### src/rtl/hazard_ctrl_pkg.sv
// Shared types and constants for the pipeline hazard sequencer.
package hazard_ctrl_pkg;

    localparam int unsigned REG_W = 5;
    localparam logic [REG_W-1:0] REG_ZERO = 5'd0;

    typedef enum logic {
        RUN      = 1'b0,
        MEM_WAIT = 1'b1
    } state_e;

endpackage

### src/rtl/hazard_ctrl_if.sv
// Hazard-detection inputs and pipeline-register controls between the core and the sequencer.
interface hazard_ctrl_if
    import hazard_ctrl_pkg::*;
#(
    parameter int unsigned CNT_W = 16
);
    logic             ID_EX_MemRead;
    logic [REG_W-1:0] ID_EX_RegisterRt;
    logic [REG_W-1:0] IF_ID_RegisterRs;
    logic [REG_W-1:0] IF_ID_RegisterRt;
    logic             IF_ID_UsesRt;
    logic             MEM_Branch_taken;
    logic             MEM_Jump;
    logic             dmem_req;
    logic             dmem_ready;

    logic             PC_Write;
    logic             PC_Sel_Target;
    logic             IF_ID_Write;
    logic             IF_Flush;
    logic             ID_Flush_lwstall;
    logic             ID_Flush_Branch;
    logic             EX_Flush;
    logic             Freeze;
    logic             mem_error;
    logic [CNT_W-1:0] stall_count;
    logic [CNT_W-1:0] flush_count;

    modport master (
        output ID_EX_MemRead, ID_EX_RegisterRt, IF_ID_RegisterRs, IF_ID_RegisterRt,
               IF_ID_UsesRt, MEM_Branch_taken, MEM_Jump, dmem_req, dmem_ready,
        input  PC_Write, PC_Sel_Target, IF_ID_Write, IF_Flush, ID_Flush_lwstall,
               ID_Flush_Branch, EX_Flush, Freeze, mem_error, stall_count, flush_count
    );

    modport slave (
        input  ID_EX_MemRead, ID_EX_RegisterRt, IF_ID_RegisterRs, IF_ID_RegisterRt,
               IF_ID_UsesRt, MEM_Branch_taken, MEM_Jump, dmem_req, dmem_ready,
        output PC_Write, PC_Sel_Target, IF_ID_Write, IF_Flush, ID_Flush_lwstall,
               ID_Flush_Branch, EX_Flush, Freeze, mem_error, stall_count, flush_count
    );
endinterface

### src/rtl/hazard_ctrl_sat_counter.sv
// Saturating event counter: holds at all-ones, cleared only by reset.
module sat_counter #(
    parameter int unsigned W = 16
) (
    input  logic         clk,
    input  logic         reset,
    input  logic         inc,
    output logic [W-1:0] count
);
    logic [W-1:0] count_q;

    always_ff @(posedge clk) begin
        if (reset) begin
            count_q <= '0;
        end else if (inc && (count_q != {W{1'b1}})) begin
            count_q <= count_q + W'(1);
        end
    end

    assign count = count_q;
endmodule

### src/rtl/hazard_ctrl.sv
// Stall/flush/freeze sequencer for the 5-stage pipeline with memory-wait timeout
// and saturating stall/flush performance counters.
module hazard_ctrl
    import hazard_ctrl_pkg::*;
#(
    parameter int unsigned CNT_W       = 16,
    parameter int unsigned MEM_TIMEOUT = 15
) (
    input logic          clk,
    input logic          reset,
    hazard_ctrl_if.slave hz
);
    localparam int unsigned WAIT_W = $clog2(MEM_TIMEOUT + 1);

    state_e            state_q, state_d;
    logic [WAIT_W-1:0] wait_q, wait_d;
    logic              mem_error_q, mem_error_d;
    logic              stall_inc, flush_inc;
    logic              lu, ch, mw;

    assign lu = hz.ID_EX_MemRead && (hz.ID_EX_RegisterRt != REG_ZERO) &&
                ((hz.ID_EX_RegisterRt == hz.IF_ID_RegisterRs) ||
                 (hz.IF_ID_UsesRt && (hz.ID_EX_RegisterRt == hz.IF_ID_RegisterRt)));
    assign ch = hz.MEM_Branch_taken || hz.MEM_Jump;
    assign mw = hz.dmem_req && !hz.dmem_ready;

    // Next-state and control decode; reset forces the pass-through defaults.
    always_comb begin
        hz.PC_Write         = 1'b1;
        hz.PC_Sel_Target    = 1'b0;
        hz.IF_ID_Write      = 1'b1;
        hz.IF_Flush         = 1'b0;
        hz.ID_Flush_lwstall = 1'b0;
        hz.ID_Flush_Branch  = 1'b0;
        hz.EX_Flush         = 1'b0;
        hz.Freeze           = 1'b0;
        state_d             = state_q;
        wait_d              = wait_q;
        mem_error_d         = mem_error_q;
        stall_inc           = 1'b0;
        flush_inc           = 1'b0;

        if (!reset) begin
            if ((state_q == MEM_WAIT) && !hz.dmem_ready) begin
                hz.Freeze      = 1'b1;
                hz.PC_Write    = 1'b0;
                hz.IF_ID_Write = 1'b0;
                stall_inc      = 1'b1;
                // Abandon the access after the timeout window; Freeze drops next cycle.
                if (wait_q == WAIT_W'(MEM_TIMEOUT)) begin
                    mem_error_d = 1'b1;
                    state_d     = RUN;
                end else begin
                    wait_d = wait_q + WAIT_W'(1);
                end
            end else begin
                state_d = RUN;
                if (mw) begin
                    hz.Freeze      = 1'b1;
                    hz.PC_Write    = 1'b0;
                    hz.IF_ID_Write = 1'b0;
                    state_d        = MEM_WAIT;
                    wait_d         = WAIT_W'(1);
                    stall_inc      = 1'b1;
                end else if (ch) begin
                    hz.PC_Sel_Target   = 1'b1;
                    hz.IF_Flush        = 1'b1;
                    hz.ID_Flush_Branch = 1'b1;
                    hz.EX_Flush        = 1'b1;
                    flush_inc          = 1'b1;
                end else if (lu) begin
                    hz.PC_Write         = 1'b0;
                    hz.IF_ID_Write      = 1'b0;
                    hz.ID_Flush_lwstall = 1'b1;
                    stall_inc           = 1'b1;
                end
            end
        end
    end

    always_ff @(posedge clk) begin
        if (reset) begin
            state_q     <= RUN;
            wait_q      <= '0;
            mem_error_q <= 1'b0;
        end else begin
            state_q     <= state_d;
            wait_q      <= wait_d;
            mem_error_q <= mem_error_d;
        end
    end

    assign hz.mem_error = mem_error_q;

    sat_counter #(.W(CNT_W)) u_stall_cnt (
        .clk   (clk),
        .reset (reset),
        .inc   (stall_inc),
        .count (hz.stall_count)
    );

    sat_counter #(.W(CNT_W)) u_flush_cnt (
        .clk   (clk),
        .reset (reset),
        .inc   (flush_inc),
        .count (hz.flush_count)
    );
endmodule

### src/flat_wrapper.sv
// flat-port wrapper written by rule: the top's interface ports become plain ports
module hazard_ctrl_flat import hazard_ctrl_pkg::*;
#(
    parameter int unsigned CNT_W       = 16,
    parameter int unsigned MEM_TIMEOUT = 15
)
  (clk, reset, hz_ID_EX_MemRead, hz_ID_EX_RegisterRt, hz_IF_ID_RegisterRs, hz_IF_ID_RegisterRt, hz_IF_ID_UsesRt, hz_MEM_Branch_taken, hz_MEM_Jump, hz_dmem_req, hz_dmem_ready, hz_PC_Write, hz_PC_Sel_Target, hz_IF_ID_Write, hz_IF_Flush, hz_ID_Flush_lwstall, hz_ID_Flush_Branch, hz_EX_Flush, hz_Freeze, hz_mem_error, hz_stall_count, hz_flush_count);
  hazard_ctrl_if #(.CNT_W(CNT_W)) hz_i ();
  input logic clk;
  input logic reset;
  input wire logic [$bits(hz_i.ID_EX_MemRead)-1:0] hz_ID_EX_MemRead;
  input wire logic [$bits(hz_i.ID_EX_RegisterRt)-1:0] hz_ID_EX_RegisterRt;
  input wire logic [$bits(hz_i.IF_ID_RegisterRs)-1:0] hz_IF_ID_RegisterRs;
  input wire logic [$bits(hz_i.IF_ID_RegisterRt)-1:0] hz_IF_ID_RegisterRt;
  input wire logic [$bits(hz_i.IF_ID_UsesRt)-1:0] hz_IF_ID_UsesRt;
  input wire logic [$bits(hz_i.MEM_Branch_taken)-1:0] hz_MEM_Branch_taken;
  input wire logic [$bits(hz_i.MEM_Jump)-1:0] hz_MEM_Jump;
  input wire logic [$bits(hz_i.dmem_req)-1:0] hz_dmem_req;
  input wire logic [$bits(hz_i.dmem_ready)-1:0] hz_dmem_ready;
  output wire logic [$bits(hz_i.PC_Write)-1:0] hz_PC_Write;
  output wire logic [$bits(hz_i.PC_Sel_Target)-1:0] hz_PC_Sel_Target;
  output wire logic [$bits(hz_i.IF_ID_Write)-1:0] hz_IF_ID_Write;
  output wire logic [$bits(hz_i.IF_Flush)-1:0] hz_IF_Flush;
  output wire logic [$bits(hz_i.ID_Flush_lwstall)-1:0] hz_ID_Flush_lwstall;
  output wire logic [$bits(hz_i.ID_Flush_Branch)-1:0] hz_ID_Flush_Branch;
  output wire logic [$bits(hz_i.EX_Flush)-1:0] hz_EX_Flush;
  output wire logic [$bits(hz_i.Freeze)-1:0] hz_Freeze;
  output wire logic [$bits(hz_i.mem_error)-1:0] hz_mem_error;
  output wire logic [$bits(hz_i.stall_count)-1:0] hz_stall_count;
  output wire logic [$bits(hz_i.flush_count)-1:0] hz_flush_count;
  assign hz_i.ID_EX_MemRead = hz_ID_EX_MemRead;
  assign hz_i.ID_EX_RegisterRt = hz_ID_EX_RegisterRt;
  assign hz_i.IF_ID_RegisterRs = hz_IF_ID_RegisterRs;
  assign hz_i.IF_ID_RegisterRt = hz_IF_ID_RegisterRt;
  assign hz_i.IF_ID_UsesRt = hz_IF_ID_UsesRt;
  assign hz_i.MEM_Branch_taken = hz_MEM_Branch_taken;
  assign hz_i.MEM_Jump = hz_MEM_Jump;
  assign hz_i.dmem_req = hz_dmem_req;
  assign hz_i.dmem_ready = hz_dmem_ready;
  assign hz_PC_Write = hz_i.PC_Write;
  assign hz_PC_Sel_Target = hz_i.PC_Sel_Target;
  assign hz_IF_ID_Write = hz_i.IF_ID_Write;
  assign hz_IF_Flush = hz_i.IF_Flush;
  assign hz_ID_Flush_lwstall = hz_i.ID_Flush_lwstall;
  assign hz_ID_Flush_Branch = hz_i.ID_Flush_Branch;
  assign hz_EX_Flush = hz_i.EX_Flush;
  assign hz_Freeze = hz_i.Freeze;
  assign hz_mem_error = hz_i.mem_error;
  assign hz_stall_count = hz_i.stall_count;
  assign hz_flush_count = hz_i.flush_count;
  hazard_ctrl #(.CNT_W(CNT_W), .MEM_TIMEOUT(MEM_TIMEOUT)) u_core (.clk(clk), .reset(reset), .hz(hz_i));
endmodule
### config.mk
export PLATFORM = sky130hd
export DESIGN_NAME = hazard_ctrl_flat
export DESIGN_NICKNAME = d
export VERILOG_FILES = /design/src/rtl/hazard_ctrl_pkg.sv /design/src/rtl/hazard_ctrl_if.sv /design/src/rtl/hazard_ctrl_sat_counter.sv /design/src/rtl/hazard_ctrl.sv /design/src/flat_wrapper.sv
export SDC_FILE = /design/constraint.sdc
export NUM_CORES = 1
export LEC_CHECK = 0
export CAP_MARGIN = 0
export CORE_MARGIN = 5
export CORE_UTILIZATION = 30
export DETAILED_ROUTE_END_ITERATION = 8
export PLACE_DENSITY = 0.57
export SLEW_MARGIN = 20
export SYNTH_ARGS = -nofsm -noshare
export SYNTH_HDL_FRONTEND = slang
export SYNTH_SLANG_ARGS = --single-unit
### constraint.sdc
create_clock -name clk -period 3 [get_ports clk]
set_input_delay 0.6 -clock clk [delete_from_list [all_inputs] [get_ports clk]]
set_output_delay 0.6 -clock clk [all_outputs]
set_load 0.05 [all_outputs]
## Word level (Yosys, flattened, before mapping)

Cells that the tools add are included.

| cells by class | value |
|---|---|
| $add $sub $neg | 3 |
| muxes and demuxes | 25 |
| reductions and logical operators | 14 |
| equal/unequal tests | 7 |

Operators by type and width:

| kind | count |
|---|---|
| $add 16x1->16 const B | 2 |
| $ne 16x16->1 const B | 2 |
| $mux 1 | 22 |
| $mux 4 | 3 |
| $eq 5x5->1 | 2 |
| $logic_and 1x1->1 | 7 |
| $reduce_bool 5->1 | 1 |
| $add 4x1->4 const B | 1 |
| $eq 4x4->1 const B | 1 |
| $ne 2x2->1 const B | 2 |
| $reduce_and 2->1 | 2 |
| $logic_or 1x1->1 | 2 |
| $reduce_bool 2->1 | 1 |
| $logic_not 1->1 | 1 |

| storage, ports and cells | value |
|---|---|
| word-level logic and storage cells | 54 |
| input bits | 23 |
| output and inout bits | 41 |
| flip-flop bits (word level) | 38 |

## Longest topological paths before layout

| logic depth | value |
|---|---|
| word-level depth | 10 |
| depth in mapped cells | 9 |
| gate-level depth less buffers | 7 |

## Modules after synthesis

A second synthesis with hierarchy kept.

| unflattened totals | value |
|---|---|
| cell total of the unflattened synthesis | 259 |
| area total of the unflattened synthesis | 2,180.8 sq um |

By module, submodules not included:

| module | instances | seq. area each (sq um) | area an instance (sq um) | cells each |
|---|---|---|---|---|
| sat_counter | 2 | 320.3 | 848.3 | 99 |
| hazard_ctrl | 1 | 120.1 | 484.2 | 61 |

## Worst setup path before layout

OpenSTA, ideal clock, no wires.

| timing | value |
|---|---|
| kind | input -> output |
| from | input port hz_ID_EX_RegisterRt[4] |
| to | output port hz_ID_Flush_lwstall |
| data arrival time | 2.265 ns |
| buffers on the path | 0 |
| stages on the path | 4 |
| data required time | 2.400 ns |
| slack | 0.135 ns |
| cell sequence | xor2_1 -> nor4_2 -> a32oi_1 -> nor3_1 |

| between the ends | value |
|---|---|
| cells in the longest elaborated chain, start to end | 9 |
| elaborated cells on any way between the ends | 12 |
| classes of those cells | eq/ne (2); mux (5); reduce/logical (5) |

Ends and longest elaborated chain:

| what | line | text |
|---|---|---|
| start: declaration | flat_wrapper.sv:12 | `input wire logic [$bits(hz_i.ID_EX_RegisterRt)-1:0] hz_ID_EX_RegisterRt;` |
| $eq 5x5->1 | hazard_ctrl.sv:23 | `(hz.IF_ID_UsesRt && (hz.ID_EX_RegisterRt == hz.IF_ID_RegisterRt)));` |
| $logic_and 1x1->1 | hazard_ctrl.sv:23 |  |
| $logic_or 1x1->1 | hazard_ctrl.sv:22 | `((hz.ID_EX_RegisterRt == hz.IF_ID_RegisterRs) \|\|` |
| $logic_and 1x1->1 (*) | hazard_ctrl.sv:21 | `assign lu = hz.ID_EX_MemRead && (hz.ID_EX_RegisterRt != REG_ZERO) &&` |
| $mux 1 (*) | hazard_ctrl.sv:71 | `end else if (lu) begin` |
| $mux 1 (*) | hazard_ctrl.sv:65 | `end else if (ch) begin` |
| $mux 1 (*) | hazard_ctrl.sv:58 | `if (mw) begin` |
| $mux 1 (*) | hazard_ctrl.sv:44 | `if ((state_q == MEM_WAIT) && !hz.dmem_ready) begin` |
| $mux 1 (*) | hazard_ctrl.sv:43 | `if (!reset) begin` |
| end: declaration | flat_wrapper.sv:24 | `output wire logic [$bits(hz_i.ID_Flush_lwstall)-1:0] hz_ID_Flush_lwstall;` |

Mark *: on every way between the ends. The rest lies on a longest branch, timed or not.

## Worst setup path in the final report

| timing | value |
|---|---|
| from | input port hz_ID_EX_RegisterRt[0] |
| to | output port hz_IF_ID_Write |

| between the ends | value |
|---|---|
| cells in the longest elaborated chain, start to end | 9 |
| elaborated cells on any way between the ends | 12 |
| classes of those cells | eq/ne (2); mux (5); reduce/logical (5) |

Ends and longest elaborated chain:

| what | line | text |
|---|---|---|
| $eq 5x5->1 | hazard_ctrl.sv:23 |  |
| $logic_and 1x1->1 | hazard_ctrl.sv:23 |  |
| $logic_or 1x1->1 | hazard_ctrl.sv:22 |  |
| $logic_and 1x1->1 (*) | hazard_ctrl.sv:21 |  |
| $mux 1 (*) | hazard_ctrl.sv:71 |  |
| $mux 1 (*) | hazard_ctrl.sv:65 |  |
| $mux 1 (*) | hazard_ctrl.sv:58 |  |
| $mux 1 (*) | hazard_ctrl.sv:44 |  |
| $mux 1 (*) | hazard_ctrl.sv:43 |  |
| end: declaration | flat_wrapper.sv:22 | `output wire logic [$bits(hz_i.IF_ID_Write)-1:0] hz_IF_ID_Write;` |

Marks and branches as above.

==> metrics.md <==
| Metric | Value |
|---|---|
| Overall Global Routing Usage | roughly 12% |
| Combinational fraction of design power | between 10% and 20% |
| Number of synthesized flops with an enable pin | 0 |
| Final Critical Period | about 2.9 ns |
| Die height | around 92 µm |
| Post-CTS sizing | 0 |
| Nets | approximately 320 |
| CP peak stage delay | approximately 0.55 ns |
| Die X | 91.9 µm |
| Antenna violations before repair | 0 |
| Final setup viols | 0 |
| Sequential power share | 50.1% |
| Met3 Wirelength | about 260 µm |
| Fin. Hold Viols | 0 |
| Clock Sinks | 38 |
| Switch Pwr | about 280 µW |
| Yosys warns | 0 |
| Die ar. | ~8400 µm² |
| Vias in the first global route | about 1800 |
| Drt drc | 0 |
| Placed Cells | ~370 |
| Worst min path class | reg2reg |
| CTS Hold Buffers Added | 0 |
| CTS tree | done |
| Net Sw Frac | a little over a quarter |
| RSZ-0062 raised after global routing | no |
| Drt first pass iters | 4 |
| Slew Limit Fails | 0 |
| Worst slew pin tran | a little under 0.8 ns |
| Leak | roughly 0.0010 µW |
| Uppermost layer routed | met4 |
| Core Region | between 6000 and 7000 µm² |
| Clk_skew | between 0.008 and 0.009 ns |
| Largest net degree at the start of global routing | 32 |
| WL final | roughly 5 mm |
| CP endpoint kind | primary output |
| Arrival time at the worst endpoint | around 2.3 ns |
| Area growth syn-to-layout | 42.4% |
| Sequential share of the synthesized area | 37.8% |
| Row count | 29 |
| Worst EP required | 2.40 ns |
| Synth area leader | dfxtp_1 |
| Fin cells | about 370 |
| Share of cells above drive strength 1 | 10.1% |
| Status | complete, no violations |
| Diode count | 0 |
| Clock Power Share | 34.6% |
| Setup TNS | 0 ns |
| CP max stage cell | or4_1 |
| Tcrit/Tclk final | between 90 and 100% |
| Antenna Nets Post-Route | 0 |
| Root buffer selected by CTS | clkbuf_8 |
| Routed wl met2 | ~2.3 mm |
| Most frequent cells in the layout | clkdlybuf4s50_1, dfxtp_1, nor2_1 |
| Crit Path Class | in2out |
| Cts bufs inserted | 5 |
| Synth Area per Inst | 8.60 µm² |
| Pwr dens | between 300 and 400 nW/µm² |
| PortBufs | 63 |
| Async SR Flop Fraction | 0% |
| Ports | 64 |
| DP HPWL | 3.74 mm |
| Worst VDD drop | about 0.15 mV |
| Via count | 1899 |
| Max Fclk | 345 MHz |
| Commonest non-fill, non-tap cell in the layout | clkdlybuf4s50_1 |
| Insertion delay to the later sink of the worst-skew pair | 0.29 ns |
| Post-Synthesis Cells | 234 |
| Crit path launch type | input port |
| Cell Int Power | about 750 µW |
| Max Cap Viol | 0 |
| Synthesized net count | 260 |
| Post-synth cell types | 46 |
| Vias/cell | roughly 5.1 |
| Cell Area, Synth | around 2000 µm² |
| First-pass GRT wire length | 8.63 mm |
| Postcts setup bufs | 0 |
| Yosys top cell area share | a little under two fifths |
| 1st-iter DRT viols | about 40 |
| Starting Density | a little under a third |
| Top post-synthesis cells by area | dfxtp_1, xor2_1, nor2_1 |
| Post-synth top flop | dfxtp_1 |
| Clock Path Buffers | 2 |
| Wire per inst | 13.4 µm |
| Flops & latches, synth | 38 |
| CTS H-Tree Depth | 2 |
| Routability Congestion | ~0.73 |
| Metal-1 WL | roughly 2.4 mm |
| CTS clk-pin slew, worst paths | roughly 0.08 ns |
| Slew margin rel. | between 40% and 50% |
| Critical-path cell list | clkdlybuf4s50_1, or4_1, o2111ai_1, o21ai_2, inv_2, buf_12 |
| CP max FO | 3 |
| Grt total ovfl | 0 |
## layout make-up
type	instances	area (µm²)
timing repair buffer	68	748
clock buffer	5	68.8
inverter	7	26.3
multi-input combinational	176	1150
sequential	38	761
tap	77	96.3
fill	641	3550
clock inverter	3	21.3
## routing by layer
metal / track usage [%] / vias to the layer above
met4: 2.60 / 0
met3: 4.09 / 7
li1: - / 969
met1: 16.4 / 888
met2: 19.3 / 35
met5: 0 / -
## power groups by stage
stage,Combinational [µW],Clock (µW),Sequential [µW]
finish,158,356,516
global route,169,394,517
CTS,159,377,516
detailed placement,159,0,528
global placement,159,0,528
floorplan,72.0,0,538
## cells in the mapped netlist (all sizes together) (3+ instances only)
cell    instances
ha              3
inv             7
and2            3
o21ai           6
and4            3
nand3          18
xnor2           5
mux2i           3
or3             3
xor2           19
o311ai          3
buf            10
o31ai           8
nor2           28
or4            11
nand4           7
nand2          15
clkbuf          3
nor3            4
a21oi          14
and3            4
dfxtp          38
## per-stage QoR
stage | area (µm²) | total power (µW) | util, % | setup WS, ns | hold WS [ns]
after floorplan | 2010 | 610 | - | 0.135 | 0.482
after global placement | 2780 | 686 | 43.2 | 0.136 | 0.462
after detailed placement | 2780 | 687 | 43.2 | 0.0467 | 0.466
after CTS | 2870 | 1050 | 44.7 | 0.0923 | 0.490
after global routing | 2870 | 1080 | 44.7 | 0.00134 | 0.511
final | 2870 | 1030 | 44.7 | 0.102 | 0.486
## state kept, by name (all words and copies together) (netlist names)
register                  flops
u_core.hz.mem_error           1
u_core.state_q                1
u_core.u_flush_cnt.count     16
u_core.u_stall_cnt.count     16
u_core.wait_q                 4
## kinds of logic after synthesis
logic type / Yosys count / share of synthesized area, %
and+or+nand+nor: 100 / 26.4
DFF: 38 / 37.8
muxes: 5 / 2.61
adders and majority gates: 3 / 1.86
buffers and inverters: 20 / 5.28
xor gates and xnor gates: 24 / 10.4
AOI/OAI and AO/OA: 44 / 15.6
## path summary, 6_finish.rpt
path                                             startpoint                     endpoint  slack [ns]  cells after the start
worst min-delay path                    u_core.hz.mem_error          u_core.hz.mem_error        0.49                      2
worst min register to register          u_core.hz.mem_error          u_core.hz.mem_error        0.49                      2
worst max-delay path                 hz_ID_EX_RegisterRt[0]               hz_IF_ID_Write        0.10                      6
worst max register to register  u_core.u_flush_cnt.count[6]  u_core.u_flush_cnt.count[5]        0.82                      6
## critical path, delay by kind of cell
family | cells | cell delay (ns)
buffers and inverters | 3 | 0.78
AO/OA/AOI/OAI | 2 | 0.37
AND/OR/NAND/NOR | 1 | 0.55
Power figures use the tool's default switching activity.
